$ cat src/rtl/mod_sub_arbiter.sv
// Round-robin arbiter sharing one combinational mod_sub unit.
// Two-stage valid/ready pipeline: operand register, then response register.
module mod_sub_arbiter #(
    parameter int N_REQ = 4,
    parameter int A_W   = 24,
    parameter int Q_W   = 23,
    parameter int ID_W  = $clog2(N_REQ)
) (
    input  logic                 clk_i,
    input  logic                 rst_n_i,
    input  logic [N_REQ-1:0]     req_valid_i,
    output logic [N_REQ-1:0]     req_ready_o,
    input  logic [N_REQ*A_W-1:0] req_a_i,
    input  logic [N_REQ*A_W-1:0] req_b_i,
    input  logic [Q_W-1:0]       q_i,
    output logic [A_W-1:0]       sub_a_o,
    output logic [A_W-1:0]       sub_b_o,
    output logic [Q_W-1:0]       sub_q_o,
    input  logic [Q_W-1:0]       sub_c_i,
    output logic                 rsp_valid_o,
    input  logic                 rsp_ready_i,
    output logic [ID_W-1:0]      rsp_id_o,
    output logic [Q_W-1:0]       rsp_c_o,
    output logic                 idle_o
);

    localparam logic [ID_W-1:0] LAST = ID_W'(N_REQ - 1);

    logic                 s1_valid_q, s1_valid_d;
    logic [ID_W-1:0]      s1_id_q, s1_id_d;
    logic [A_W-1:0]       sub_a_q, sub_a_d;
    logic [A_W-1:0]       sub_b_q, sub_b_d;
    logic                 rsp_valid_q, rsp_valid_d;
    logic [ID_W-1:0]      rsp_id_q, rsp_id_d;
    logic [Q_W-1:0]       rsp_c_q, rsp_c_d;
    logic [ID_W-1:0]      ptr_q, ptr_d;

    logic                 adv1, adv2;
    logic                 found_hi, found_lo;
    logic [ID_W-1:0]      idx_hi, idx_lo, gnt_idx;
    logic                 hs;
    logic [A_W-1:0]       a_sel, b_sel;

    // Round-robin search: first valid at or above ptr, else lowest valid.
    always_comb begin
        found_hi = 1'b0;
        found_lo = 1'b0;
        idx_hi   = '0;
        idx_lo   = '0;
        for (int i = 0; i < N_REQ; i++) begin
            if (!found_hi && req_valid_i[i] && (ID_W'(i) >= ptr_q)) begin
                found_hi = 1'b1;
                idx_hi   = ID_W'(i);
            end
            if (!found_lo && req_valid_i[i]) begin
                found_lo = 1'b1;
                idx_lo   = ID_W'(i);
            end
        end
        gnt_idx = found_hi ? idx_hi : idx_lo;
    end

    // Advance conditions, grant qualification and operand selection.
    always_comb begin
        adv2        = !rsp_valid_q || rsp_ready_i;
        adv1        = !s1_valid_q || adv2;
        hs          = found_lo && adv1;
        req_ready_o = '0;
        a_sel       = '0;
        b_sel       = '0;
        for (int k = 0; k < N_REQ; k++) begin
            if (gnt_idx == ID_W'(k)) begin
                req_ready_o[k] = hs;
                a_sel          = req_a_i[k*A_W +: A_W];
                b_sel          = req_b_i[k*A_W +: A_W];
            end
        end
    end

    // Next-state for both pipeline stages and the round-robin pointer.
    always_comb begin
        s1_valid_d  = s1_valid_q;
        s1_id_d     = s1_id_q;
        sub_a_d     = sub_a_q;
        sub_b_d     = sub_b_q;
        rsp_valid_d = rsp_valid_q;
        rsp_id_d    = rsp_id_q;
        rsp_c_d     = rsp_c_q;
        ptr_d       = ptr_q;
        if (adv2) begin
            rsp_valid_d = s1_valid_q;
            rsp_id_d    = s1_id_q;
            rsp_c_d     = sub_c_i;
        end
        if (adv1) begin
            s1_valid_d = hs;
        end
        if (hs) begin
            s1_id_d = gnt_idx;
            sub_a_d = a_sel;
            sub_b_d = b_sel;
            ptr_d   = (gnt_idx == LAST) ? '0 : gnt_idx + 1'b1;
        end
    end

    // Pipeline and pointer registers; reset drops in-flight work.
    always_ff @(posedge clk_i or negedge rst_n_i) begin
        if (!rst_n_i) begin
            s1_valid_q  <= 1'b0;
            s1_id_q     <= '0;
            sub_a_q     <= '0;
            sub_b_q     <= '0;
            rsp_valid_q <= 1'b0;
            rsp_id_q    <= '0;
            rsp_c_q     <= '0;
            ptr_q       <= '0;
        end else begin
            s1_valid_q  <= s1_valid_d;
            s1_id_q     <= s1_id_d;
            sub_a_q     <= sub_a_d;
            sub_b_q     <= sub_b_d;
            rsp_valid_q <= rsp_valid_d;
            rsp_id_q    <= rsp_id_d;
            rsp_c_q     <= rsp_c_d;
            ptr_q       <= ptr_d;
        end
    end

    assign sub_a_o     = sub_a_q;
    assign sub_b_o     = sub_b_q;
    assign sub_q_o     = q_i;
    assign rsp_valid_o = rsp_valid_q;
    assign rsp_id_o    = rsp_id_q;
    assign rsp_c_o     = rsp_c_q;
    assign idle_o      = !s1_valid_q && !rsp_valid_q;

endmodule

$ cat config.mk
export PLATFORM = sky130hd
export DESIGN_NAME = mod_sub_arbiter
export DESIGN_NICKNAME = d
export VERILOG_FILES = /design/src/rtl/mod_sub_arbiter.sv
export SDC_FILE = /design/constraint.sdc
export NUM_CORES = 1
export LEC_CHECK = 0
export BUFFER_PORTS_ARGS = -buffer_cell sky130_fd_sc_hd__buf_2
export CAP_MARGIN = 20
export CORE_AREA = 3 3 135 137
export CTS_BUF_LIST = sky130_fd_sc_hd__clkbuf_4 sky130_fd_sc_hd__clkbuf_8 sky130_fd_sc_hd__clkbuf_16
export DETAILED_ROUTE_END_ITERATION = 8
export DIE_AREA = 0 0 138 140
export PLACE_DENSITY_LB_ADDON = 0.2
export SLEW_MARGIN = 0
export SYNTH_ARGS = -nofsm -noshare
export SYNTH_HDL_FRONTEND = slang
export SYNTH_SLANG_ARGS = --single-unit
$ cat constraint.sdc
create_clock -name clk_i -period 2.3 [get_ports clk_i]
set_input_delay 0.23 -clock clk_i [delete_from_list [all_inputs] [get_ports clk_i]]
set_output_delay 0.23 -clock clk_i [all_outputs]
set_load 0.05 [all_outputs]
==> metrics <==
outcome complete, no violations; placed cell area about 0.0066 sq mm; row count 48; flops & latches, synth 79; die width 138 um; Slew @ Worst Pin 0.433 ns; Worst setup EP type output port; initial antenna violation count 2; syn_nets 808; CTS max path bufs 2; number of I/O pins 347; crit-path cells mux2i_1 > a221oi_2 > buf_4 > inv_2 > ha_4 > buf_12 > and3_4 > buf_8; Synth top area share 0.399; post-route cell area slightly above 0.007 sq mm; CTS H-tree lvls 3; nets roughly 1,100; via count roughly 5,300; RSZ-0062 raised after global routing yes; Worst EP arrival 2.02 ns; Lkg Pwr 3.46 nW; share of cells above drive strength 1 0.476; Clock Latency Late Sink 0.34 ns; library cells used by synthesis 28; Die Y about 140 um; vias in the first global route 5,085; DRC viols 0; Syn-to-layout area delta 45.5%; Ys Warns 0; Initial Utilization 0.289; Slew headroom 0.711; routed wl met2 9100 um; Synth Area in Compound Gates 0.265; commonest cells after routing, fill and taps aside 295 x buf_2, 98 x a21oi_1, 78 x dfrtp_1; mux share of post-synthesis cell area 0.0638; first-pass GRT wire length 28,300 um; met3 WL approximately 1300 um; max frequency 0.445 GHz; routed len/inst 17.9 um; number of DRC markers in iteration 0 about 210; post-synthesis async set-or-reset flop share 1.00; HP Class in2reg; worst hold slack 0.123 ns; skew final about 0.0071 ns; worst path required time 2.07 ns; via-per-instance ratio 5.00; XOR/XNOR Fraction of Synth Area 0; Top Metal Used met4; PortBufs 300; period utilization 0.977; HPWL after DPL 13,700 um; commonest non-fill, non-tap cell in the layout buf_2; PwrDens 1140 mW/mm^2; Reg clk slew, reported paths 0.07 ns; Root Driver clkbuf_16; Worst path slowest cell dfrtp_2; synthesized instance count about 560; synth top area cells dfrtp_1 40%, a21oi_1 10%, a221o_1 9.7%, nand3b_1 7.4%, a31oi_1 6.1%; adder-cell share of the synthesized area 0.0101; Setup CP Type reg2out; EDFF count, synth 0; largest family of logic cells by synthesized area compound AO/OA/AOI/OAI gates; Max Cap Viol 0; Final setup viols 0; Worst setup SP type flop; aggregate global-route resource usage 0.181; Final Hold Fails 0; CTS tree done; met1 WL 8290 um; TritonCTS Buffers 9; CP max stage delay between 0.4 and 0.5 ns; post-layout min period 2.25 ns; DR pass1 iterations 5; Worst VDD drop a little over 0.0004 V; total power 8.22 mW; wirelength, routed roughly 19,000 um; ys flop type dfrtp_1; register area share after synthesis 0.399; syn avg cell area 8.87 sq um; area leader, netlist dfrtp_1; Final Core Density 0.420; Synth Area in Simple Gates 0.132; cell area after synthesis approximately 0.0050 sq mm; Routed Antenna Nets 0; core area 0.0172 sq mm; Setup TNS 0 ns; Die ar. 0.0193 sq mm; grt total ovfl 0; largest net degree at the start of global routing 52; Max Slew Vio Count 0; routability cong. 0.764; clk sinks 79; CP max FO 10
-- path summary, 6_finish.rpt --
path	slack (ns)	cells past startpoint	endpoint	from
setup / recovery	0.05	8	req_ready_o[2]	ptr_q[1]$_DFFE_PN0P_
hold / removal	0.12	2	rsp_c_o[17]$_DFFE_PN0P_	sub_c_i[17]
setup reg to reg	0.13	10	sub_b_o[18]$_DFFE_PN0P_	ptr_q[1]$_DFFE_PN0P_
hold reg to reg	0.50	1	rsp_c_o[8]$_DFFE_PN0P_	rsp_c_o[8]$_DFFE_PN0P_
max in group asynchronous	1.30	3	sub_a_o[8]$_DFFE_PN0P_	rst_n_i
min in group asynchronous	0.38	2	sub_b_o[22]$_DFFE_PN0P_	rst_n_i
-- logic make-up after synthesis --
group | after synthesis
AO/OA/AOI/OAI | 200
adder cells (fa/ha/maj) | 4
buffers and inverters | 132
multiplexers | 28
flip-flops | 79
AND/OR/NAND/NOR | 116
-- through the flow --
stage | worst slack (ns) | cells
after CTS | 0.000918 | 1041
after detailed placement | 0.0942 | 1022
final | 0.0531 | 1063
after global placement | 0.131 | 1022
after floorplan | 0.00917 | 559
after global routing | -0.0389 | 1062
-- registers in the layout, summed over array words and instances, names as in the netlist --
signal / count
sub_a_o: 24
sub_b_o: 24
rsp_c_o: 23
ptr_q: 2
rsp_id_o: 2
s1_id_q: 2
rsp_valid_o: 1
s1_valid_q: 1
-- synth_stat cells, types with 2 or more instances --
| cell | count |
|---|---|
| nand3_1 | 2 |
| nor2_1 | 4 |
| clkbuf_1 | 39 |
| nand2b_1 | 3 |
| buf_2 | 13 |
| nand3b_1 | 49 |
| ha_1 | 4 |
| mux2i_1 | 2 |
| nand2_1 | 50 |
| a31oi_1 | 48 |
| dfrtp_1 | 79 |
| a21oi_1 | 99 |
| and3_1 | 5 |
| buf_6 | 6 |
| a221o_1 | 48 |
| mux2_2 | 25 |
| inv_1 | 50 |
| buf_4 | 23 |
-- layer usage --
metal,up-vias,track usage
li1,2550,-
met1,2495,0.233
met2,241,0.300
met3,24,0.0512
met4,0,0.0463
met5,-,0
-- final cells by class --
class	count	area, sq um
well taps	225	282
clock inverters	6	66.3
clock buffers	10	239
diodes	2	5.00
fillers	1798	9960
repair buffers	343	2050
multi-input cells	348	2410
flip-flops and latches	79	1980
inverters	50	188
-- timing repair --
action                                 CTS  global route
setup endpoints to repair                4            13
pin swaps                                2             3
endpoints found under the hold margin   29             0
hold buffers                             1             0
resized for setup                       10             8
buffers inserted                         2            16
gates cloned                             0             4
-- critical path, delay by kind of cell (launching register included) --
| kind | cells | cell delay, ns |
|---|---|---|
| compound gates | 1 | 0.28 |
| flops | 1 | 0.44 |
| simple gates | 1 | 0.15 |
| fa+ha+maj | 1 | 0.17 |
| mux | 1 | 0.14 |
| buf+inv | 4 | 0.51 |
-- where the power goes --
part           switching (mW)  leakage, nW  total (mW)  internal, mW
logic                    2.97         2.40        4.68          1.71
clock network           0.621        0.153        1.50         0.877
registers               0.236        0.912        2.04          1.80
Note: power is estimated with default switching activity, not from simulation.
